<file path="config.mk">
export PLATFORM = sky130hd
export DESIGN_NAME = conv_frame_writer
export DESIGN_NICKNAME = d
export VERILOG_FILES = /design/src/rtl/conv_frame_writer.sv
export SDC_FILE = /design/constraint.sdc
export NUM_CORES = 1
export LEC_CHECK = 0
export ABC_AREA = 1
export CORE_ASPECT_RATIO = 0.7
export CORE_MARGIN = 2
export CORE_UTILIZATION = 55
export DETAILED_ROUTE_END_ITERATION = 10
export GPL_TIMING_DRIVEN = 0
export PLACE_DENSITY = 0.8
export SYNTH_ARGS = -nofsm -noshare
export SYNTH_HDL_FRONTEND = slang
export SYNTH_SLANG_ARGS = --single-unit
</file>
<file path="constraint.sdc">
create_clock -name clk -period 1.95 [get_ports clk]
set_input_delay 0.39 -clock clk [delete_from_list [all_inputs] [get_ports clk]]
set_output_delay 0.39 -clock clk [all_outputs]
set_load 0.03 [all_outputs]
</file>
<file path="src/rtl/conv_frame_writer.sv">
// -----------------------------------------------------------------------------
// conv_frame_writer
//
// Sink for the edge-detector output stream. Collects one output frame of
// (N-2) x (M-2) pixels after an arm pulse and packs four pixels per 32-bit
// word into a word-addressed frame-buffer write port. The final word is
// zero-padded in its unused upper lanes. frame_done pulses once the last word
// has been written.
//
// Handshake: valid/pixel_in is a push-only stream with no back-pressure.
// A pixel is taken on every rising edge where valid=1 and the FSM is in
// COLLECT. valid outside COLLECT drops the pixel and sets the sticky overrun
// flag. Throughput is one pixel per clock.
//
// Ports
//   clk          : clock, rising edge
//   reset        : asynchronous, active-low reset
//   arm          : one-cycle pulse, starts one frame (honoured only in IDLE)
//   pixel_in[7:0]: processed pixel
//   valid        : pixel qualifier
//   wr_en        : frame-buffer write strobe, one cycle per word
//   wr_addr      : frame-buffer word address
//   wr_data[31:0]: packed pixels, byte 0 = earliest pixel
//   col[15:0]    : output column of the next expected pixel
//   row[15:0]    : output row of the next expected pixel
//   busy         : frame collection in progress
//   frame_done   : one-cycle pulse after the last write
//   overrun      : sticky, valid seen while not collecting
//   o_dbg_state  : current FSM state (debug visibility)
// -----------------------------------------------------------------------------
module conv_frame_writer #(
  parameter int N      = 480,
  parameter int M      = 857,
  parameter int ADDR_W = 17
) (
  input  logic              clk,
  input  logic              reset,
  input  logic              arm,
  input  logic [7:0]        pixel_in,
  input  logic              valid,
  output logic              wr_en,
  output logic [ADDR_W-1:0] wr_addr,
  output logic [31:0]       wr_data,
  output logic [15:0]       col,
  output logic [15:0]       row,
  output logic              busy,
  output logic              frame_done,
  output logic              overrun,
  output logic [1:0]        o_dbg_state
);

  localparam int P     = (N - 2) * (M - 2);
  localparam int CNT_W = $clog2(P + 1);
  localparam logic [CNT_W-1:0] LAST_IDX = CNT_W'(P - 1);
  localparam logic [15:0]      COL_LAST = 16'(N - 3);
  // A frame whose pixel count is not a multiple of four ends mid-word.
  localparam bit PARTIAL = (P % 4) != 0;

  typedef enum logic [1:0] {
    S_IDLE    = 2'd0,
    S_COLLECT = 2'd1,
    S_FLUSH   = 2'd2,
    S_DONE    = 2'd3
  } state_t;

  state_t             r_state;
  state_t             w_next;
  logic [CNT_W-1:0]   r_cnt;
  logic [23:0]        r_pack;
  logic [15:0]        r_col;
  logic [15:0]        r_row;
  logic               r_wr_en;
  logic [ADDR_W-1:0]  r_wr_addr;
  logic [31:0]        r_wr_data;
  logic               r_overrun;

  logic               w_start;
  logic               w_accept;
  logic               w_last;
  logic [1:0]         w_lane;
  logic [31:0]        w_word;

  assign w_start  = (r_state == S_IDLE) && arm;
  assign w_accept = (r_state == S_COLLECT) && valid;
  assign w_last   = (r_cnt == LAST_IDX);
  assign w_lane   = r_cnt[1:0];

  // Word formed by the incoming pixel plus the lanes already packed. Lanes
  // above the incoming one are zero, which is exactly the flush padding when
  // the frame ends mid-word.
  always_comb begin
    w_word = 32'h0;
    case (w_lane)
      2'd0:    w_word = {24'h0, pixel_in};
      2'd1:    w_word = {16'h0, pixel_in, r_pack[7:0]};
      2'd2:    w_word = {8'h0, pixel_in, r_pack[15:0]};
      default: w_word = {pixel_in, r_pack};
    endcase
  end

  // Next-state logic
  always_comb begin
    w_next = r_state;
    case (r_state)
      S_IDLE: begin
        if (arm) w_next = S_COLLECT;
      end
      S_COLLECT: begin
        if (valid && w_last) w_next = PARTIAL ? S_FLUSH : S_DONE;
      end
      S_FLUSH: begin
        // The padded word was registered on the final pixel edge and is on
        // the write port during this cycle.
        w_next = S_DONE;
      end
      S_DONE: begin
        // For a full-word frame DONE is entered while the last write is still
        // on the port; hold one more cycle so frame_done follows that write.
        if (!r_wr_en) w_next = S_IDLE;
      end
      default: w_next = S_IDLE;
    endcase
  end

  always_ff @(posedge clk or negedge reset) begin
    if (!reset) begin
      r_state   <= S_IDLE;
      r_cnt     <= '0;
      r_pack    <= 24'h0;
      r_col     <= 16'h0;
      r_row     <= 16'h0;
      r_wr_en   <= 1'b0;
      r_wr_addr <= '0;
      r_wr_data <= 32'h0;
      r_overrun <= 1'b0;
    end else begin
      r_state <= w_next;
      r_wr_en <= 1'b0;

      if (r_wr_en) r_wr_addr <= r_wr_addr + 1'b1;

      if (w_start) begin
        r_cnt     <= '0;
        r_pack    <= 24'h0;
        r_col     <= 16'h0;
        r_row     <= 16'h0;
        r_wr_addr <= '0;
        r_overrun <= 1'b0;
      end else if (valid && (r_state != S_COLLECT)) begin
        r_overrun <= 1'b1;
      end

      if (w_accept) begin
        r_cnt <= r_cnt + 1'b1;
        case (w_lane)
          2'd0:    r_pack[7:0]   <= pixel_in;
          2'd1:    r_pack[15:8]  <= pixel_in;
          2'd2:    r_pack[23:16] <= pixel_in;
          default: ;
        endcase
        if (r_col == COL_LAST) begin
          r_col <= 16'h0;
          r_row <= r_row + 16'h1;
        end else begin
          r_col <= r_col + 16'h1;
        end
        if ((w_lane == 2'd3) || w_last) begin
          r_wr_en   <= 1'b1;
          r_wr_data <= w_word;
        end
      end
    end
  end

  assign wr_en       = r_wr_en;
  assign wr_addr     = r_wr_addr;
  assign wr_data     = r_wr_data;
  assign col         = r_col;
  assign row         = r_row;
  assign overrun     = r_overrun;
  assign busy        = (r_state == S_COLLECT) || (r_state == S_FLUSH) ||
                       ((r_state == S_DONE) && r_wr_en);
  assign frame_done  = (r_state == S_DONE) && !r_wr_en;
  assign o_dbg_state = r_state;

endmodule

</file>
# [Word level (Yosys, flattened, before mapping)]
# Cells that the tools add are included.
[word_totals] out_inout_bits=87 ramBits=0 rom_bits=0 n_memories=0 latchBits=0 word_cells=66 in_bits=12 regBits=128
[op_classes] n_eq_ne=12 div=0 shift=0 n_mul=0 order_cmp=0 n_bitwise=0 reduce_logical=17 n_addsub=4 n_mux=24
[op_table] cell="two-way mux 16 bit" count=6
[op_table] cell="case mux 32 bit (3 select lines)" count=1
[op_table] cell="two-way mux 24 bit" count=2
[op_table] cell="two-way mux 19 bit" count=2
[op_table] cell="two-way mux 17 bit" count=2
[op_table] cell="adder 16 x 1 -> 16 bit, second input constant" count=2
[op_table] cell="two-way mux 8 bit" count=3
[op_table] cell="adder 19 x 1 -> 19 bit, second input constant" count=1
[op_table] cell="equality test 19 bit, second input constant" count=1
[op_table] cell="adder 17 x 1 -> 17 bit, second input constant" count=1
[op_table] cell="equality test 16 x 9 -> 1 bit, second input constant" count=1
[op_table] cell="equality test 2 bit, second input constant" count=4
[op_table] cell="case mux 2 bit (4 select lines)" count=1
[op_table] cell="logical AND 1 bit" count=6
[op_table] cell="two-way mux 2 bit" count=3
[op_table] cell="nonzero test 2 bit" count=3
[op_table] cell="equality test 2 x 1 -> 1 bit, second input constant" count=2
[op_table] cell="logical NOT 2 bit" count=2
[op_table] cell="two-way mux 1 bit" count=4
[op_table] cell="inequality test 2 x 1 -> 1 bit, second input constant" count=2
[op_table] cell="inequality test 2 bit, second input constant" count=2
[op_table] cell="logical OR 1 bit" count=3
[op_table] cell="AND reduction 3 bit" count=1
[op_table] cell="AND reduction 2 bit" count=1
[op_table] cell="logical NOT 1 bit" count=1

# [Depth between registers and ports, before layout]
[depth] depth_word=5 depth_mapped=12 depth_no_buf=10

# [Worst setup path before layout]
# Ideal clock, no wire load.
[synth_timing] path_type="reg-to-reg" start="register r_state[1], in the netlist o_dbg_state[1]" end="register r_pack[21]" setup_time_ns=0.083 period_less_slack_ns=1.812 path_stages_with_launch=10 n_path_buf=2 required_ns=1.867 path_slack_ns=0.138 arrival_ns=1.729 path_cell_list="dfrtp_1 > inv_1 > ha_1 > nand2_1 > inv_2 > buf_2 > nand2_1 > clkbuf_1 > nand3_1 > o21ai_0"
[synth_between] elab_chain_cells=5 elab_cells_between_ends=7 classes_between="eq/ne: 1; mux: 3; reduce/logical: 3"
[synth_lines] item="start, declared" line="66" source="state_t r_state;"
[synth_lines] item="start signal, assigned" line="137" source="r_state <= w_next;"
[synth_lines] item="logical NOT 2 bit" line="83" source="assign w_start = (r_state == S_IDLE) && arm;"
[synth_lines] item="logical AND 1 bit" line="83"
[synth_lines] item="two-way mux 24 bit" line="142" source="if (w_start) begin"
[synth_lines] item="two-way mux 8 bit" line="155" source="case (w_lane)"
[synth_lines] item="two-way mux 24 bit *" line="153" source="if (w_accept) begin"
[synth_lines] item="end signal, assigned" line="158" source="2'd2: r_pack[23:16] <= pixel_in;"
[synth_lines] item="end, declared" line="69" source="logic [23:0] r_pack;"
# Mark *: on every way between the ends. The rest lies on a longest branch, timed or not.
# A chain may end at the register's enable or synchronous reset.

# [Worst setup path in the final report]
[layout_timing] start="register r_state[0], in the netlist o_dbg_state[0]" end="output port busy"
[layout_between] elab_chain_cells=3 elab_cells_between_ends=6 classes_between="eq/ne: 3; reduce/logical: 3"
[layout_lines] item="equality test 2 x 1 -> 1 bit (tied with other cells)" line="181" source="assign busy = (r_state == S_COLLECT) || (r_state == S_FLUSH) ||"
[layout_lines] item="logical OR 1 bit or logical AND 1 bit (tied branches)" line="181, 182"
[layout_lines] item="logical OR 1 bit *" line="181"
[layout_lines] item="end, declared" line="46" source="output logic busy,"
# Marks and branches as above.

==> flow_summary_export.csv <==
group,metric,value,unit
run_status,status,"finished clean",
power,power.leakage,4.399,nW
global_route,overflow,0,
job,drv_cap,0,
timing,fin_crit,1939,ps
power,ir_worst_vdd,831.7,uV
routing,ant_nets,0,
cts,htreeDepth,4,
synth,synth_top_cell_area_share,45.97,%
final_layout,diodes,0,
critical_path,crit_type,"register to output pin",
final_layout,area_growth,28.17,%
synth,synth-seq-cells,128,
power,p_comb_share,30.1,%
routing,vias,6830,
synth,syn-num-nets,936,
synth,yosys-top-cells-count,"nand2_1, dfrtp_1, inv_1",
synth,yosysTopAreaCell,"dfrtp_1",
die,die-width,138.5,um
power,p_seq_share,35.1,%
routing,dr.first_iter.drc_count,595,
synth,async_flop_share,100.0,%
power,power.share.clock,34.7,%
synth,syn_inst,910,
worst_hold_path,min_to,"wr_data[15]",
final_layout,fin_area,8931,um^2
final_layout,final_nets,1059,
place,place_congestion,0.9827,
die,fp.dieH,98.17,um
timing,tightestPinTransition,709.8,ps
synth,netlist_area,6968,um^2
critical_path,crit_family,"flip-flops",
place,dpl.hpwl,13.77,mm
timing,fin_tns_setup,0,ps
global_route,grt_pass1_wl,31.91,mm
place,post-place-ws,-381.3,ps
final_layout,final_layout_size_suffix_gt1_share,11.38,%
timing,fmax,515.8,MHz
place,portBuffers,98,
cts,path_clk_slew,70,ps
global_route,antenna_found_initial,0,
power,internal_power,5.924,mW
global_route,grt_max_degree,70,
critical_path,cp_data_required_time,1560,ps
critical_path,rrSetupSlack,60,ps
critical_path,max_stage_delay,420,ps
synth,synth_area_leaders,"dfrtp_1, nand2_1, nand3_1, inv_1, nor2_1",
power,total_power,9.435,mW
power,power_switching,3.511,mW
routing,vias_per_cell,5.654,
global_route,grt_use_total,29.41,%
routing,dr.pass1.iters,5,
timing,setup_violations,0,
routing,routed_wl,19.75,mm
cts,cts_buffer_depth,2,
die,core,12380,um^2
timing,finClkSkew,12.10,ps
cts,cts_sinks,128,
power,switching_share,37.21,%
timing,finalHoldViolCount,0,
critical_path,path_cells,"ha_1, nand2_1, inv_1, or2_4, buf_6",
routing,routedWlPerCell,16.35,um
timing,fin_ws,11.11,ps
critical_path,reg2reg_depth,5,
synth,synth_edf_count,0,
timing,slew_viol_final,0,
synth,synth_ff_type,"dfrtp_1",
critical_path,cp_max_fo,3,
critical_path,worst-path-buf-inv,2,
timing,holdWs,491.6,ps
die,start_util,56.29,%
critical_path,slowest_stage,"dfrtp_1",
synth,syn_avg_cell_area,7.657,um^2
timing,fin_crit_sh,99.43,%
routing,drc,0,
place,post_dp_cell_area,8180,um^2
synth,ys_seq_area_share,45.97,%
worst_hold_path,hold_path_depth,2,
critical_path,worstSetupStartpointType,"register",
synth,yosysMostFrequentCell,"nand2_1",
global_route,grt_pass1_vias,6384,
synth,synth_cell_types,35,
cts,cts_buffers,17,
cts,insertion_delay,430,ps
critical_path,end_kind,"output pin",
worst_hold_path,min_from,"wr_data[15]",
synth,yosysWarningCount,0,
critical_path,arrival,1550,ps
die,rows,34,
critical_path,r2r-start,"r_cnt[0]",
timing,rsz0062_at_grt,"yes",
critical_path,r2r-end,"wr_data[20]",
die,ios,99,
worst_hold_path,hold_class,"register to register",
die,dieArea,13600,um^2
cts,cts_tree,"built",
power,power_density,1056,nW/um^2
cts,cts_root_buf,"clkbuf_16",
timing,slew-limit-headroom,52.32,%
how the worst max path moves through the flow:
| stage | from | end | cells after the start | slack (ps) |
|---|---|---|---|---|
| global route | o_dbg_state[0] | col[10] | 7 | -50 |
| finish | o_dbg_state[0] | busy | 5 | 10 |
| floorplan | o_dbg_state[1] | r_pack[21] | 9 | 140 |
| CTS | o_dbg_state[0] | busy | 4 | -130 |
| detailed placement | arm | row[3] | 7 | -380 |
| global placement | reset | wr_data[19] | 1 | -4610 |
cells in the final DEF (no fill, tap or decap), types with 2 or more instances in the layout:
cell / count
o21ai_1: 10
clkinvlp_4: 3
nand4_1: 23
bufinv_16: 2
o21ai_0: 61
dlygate4sd2_1: 24
inv_1: 94
nand3_1: 81
buf_6: 10
xor2_1: 10
nand2_1: 238
o21ai_2: 23
inv_2: 5
inv_8: 3
clkbuf_16: 17
nor2_1: 88
buf_4: 5
clkbuf_1: 4
clkinv_4: 4
ha_1: 13
nor2_2: 7
nor2_4: 2
clkbuf_2: 9
inv_6: 4
a31oi_1: 3
buf_2: 4
a21oi_1: 18
a22oi_1: 24
clkdlybuf4s50_1: 55
dlymetal6s2s_1: 16
o22ai_1: 5
dfrtp_1: 127
nand2_2: 11
nor3_1: 25
area by class of cell:
cell class	instances	area (um^2)
fill	973	3448
clock buffer	17	425.4
inverter	101	386.6
buffer	25	172.7
tap	162	202.7
timing repair buffer	105	1064
clock inverter	15	176.4
multi-input combinational	655	3299
sequential	128	3204
kinds of logic after synthesis:
family                     synth area share [%]
buffers and inverters                     7.560
AOI/OAI and AO/OA                         12.80
muxes                                    0.1437
xor gates and xnor gates                  1.383
adders and majority gates                 2.514
and+or+nand+nor                           29.63
DFF                                       45.97
worst register-to-register path, stage by stage, from the launching register on:
cell     delay (ps)
dfrtp_1         440
ha_1            270
buf_2           210
nor2_1          510
a22oi_1         200
o21ai_2         190
through the flow:
stage                     utilization (%)  std cells
final                               72.14       1208
after CTS                           70.94       1205
after detailed placement            66.08       1171
after global placement              65.85       1170
after global routing                72.14       1208
after floorplan                         -        910
power by group through the flow:
stage | sequential, mW | clock [mW] | combinational [mW]
final | 3.31 | 3.28 | 2.84
after global routing | 3.36 | 3.43 | 3.08
after CTS | 3.30 | 3.29 | 2.65
after detailed placement | 3.35 | 0 | 2.61
after global placement | 3.34 | 0 | 2.55
after floorplan | 3.62 | 0 | 1.31
layer usage:
layer	wire length, um	share of wire [%]	vias to the layer above	track usage, %
met5	0	0	-	0
met4	357	1.8	0	11.77
met3	1494	7.6	30	6.817
met2	8831	45	301	43.98
met1	9065	46	3253	41.80
li1	-	-	3246	-
registers in the layout, summed over array words and instances, names as in the netlist:
name / flops
overrun: 1
wr_en: 1
wr_addr: 17
col: 16
wr_data: 32
o_dbg_state: 2
r_pack: 24
row: 16
r_cnt: 19
repair_timing:
action                     4_1_cts  5_1_grt
gates resized for setup         43       54
buffers inserted                 2        3
setup endpoints to repair       60       80
hold buffers                     1        0
hold endpoints to repair         7        0
No activity file was read; power rests on OpenSTA's default activity.
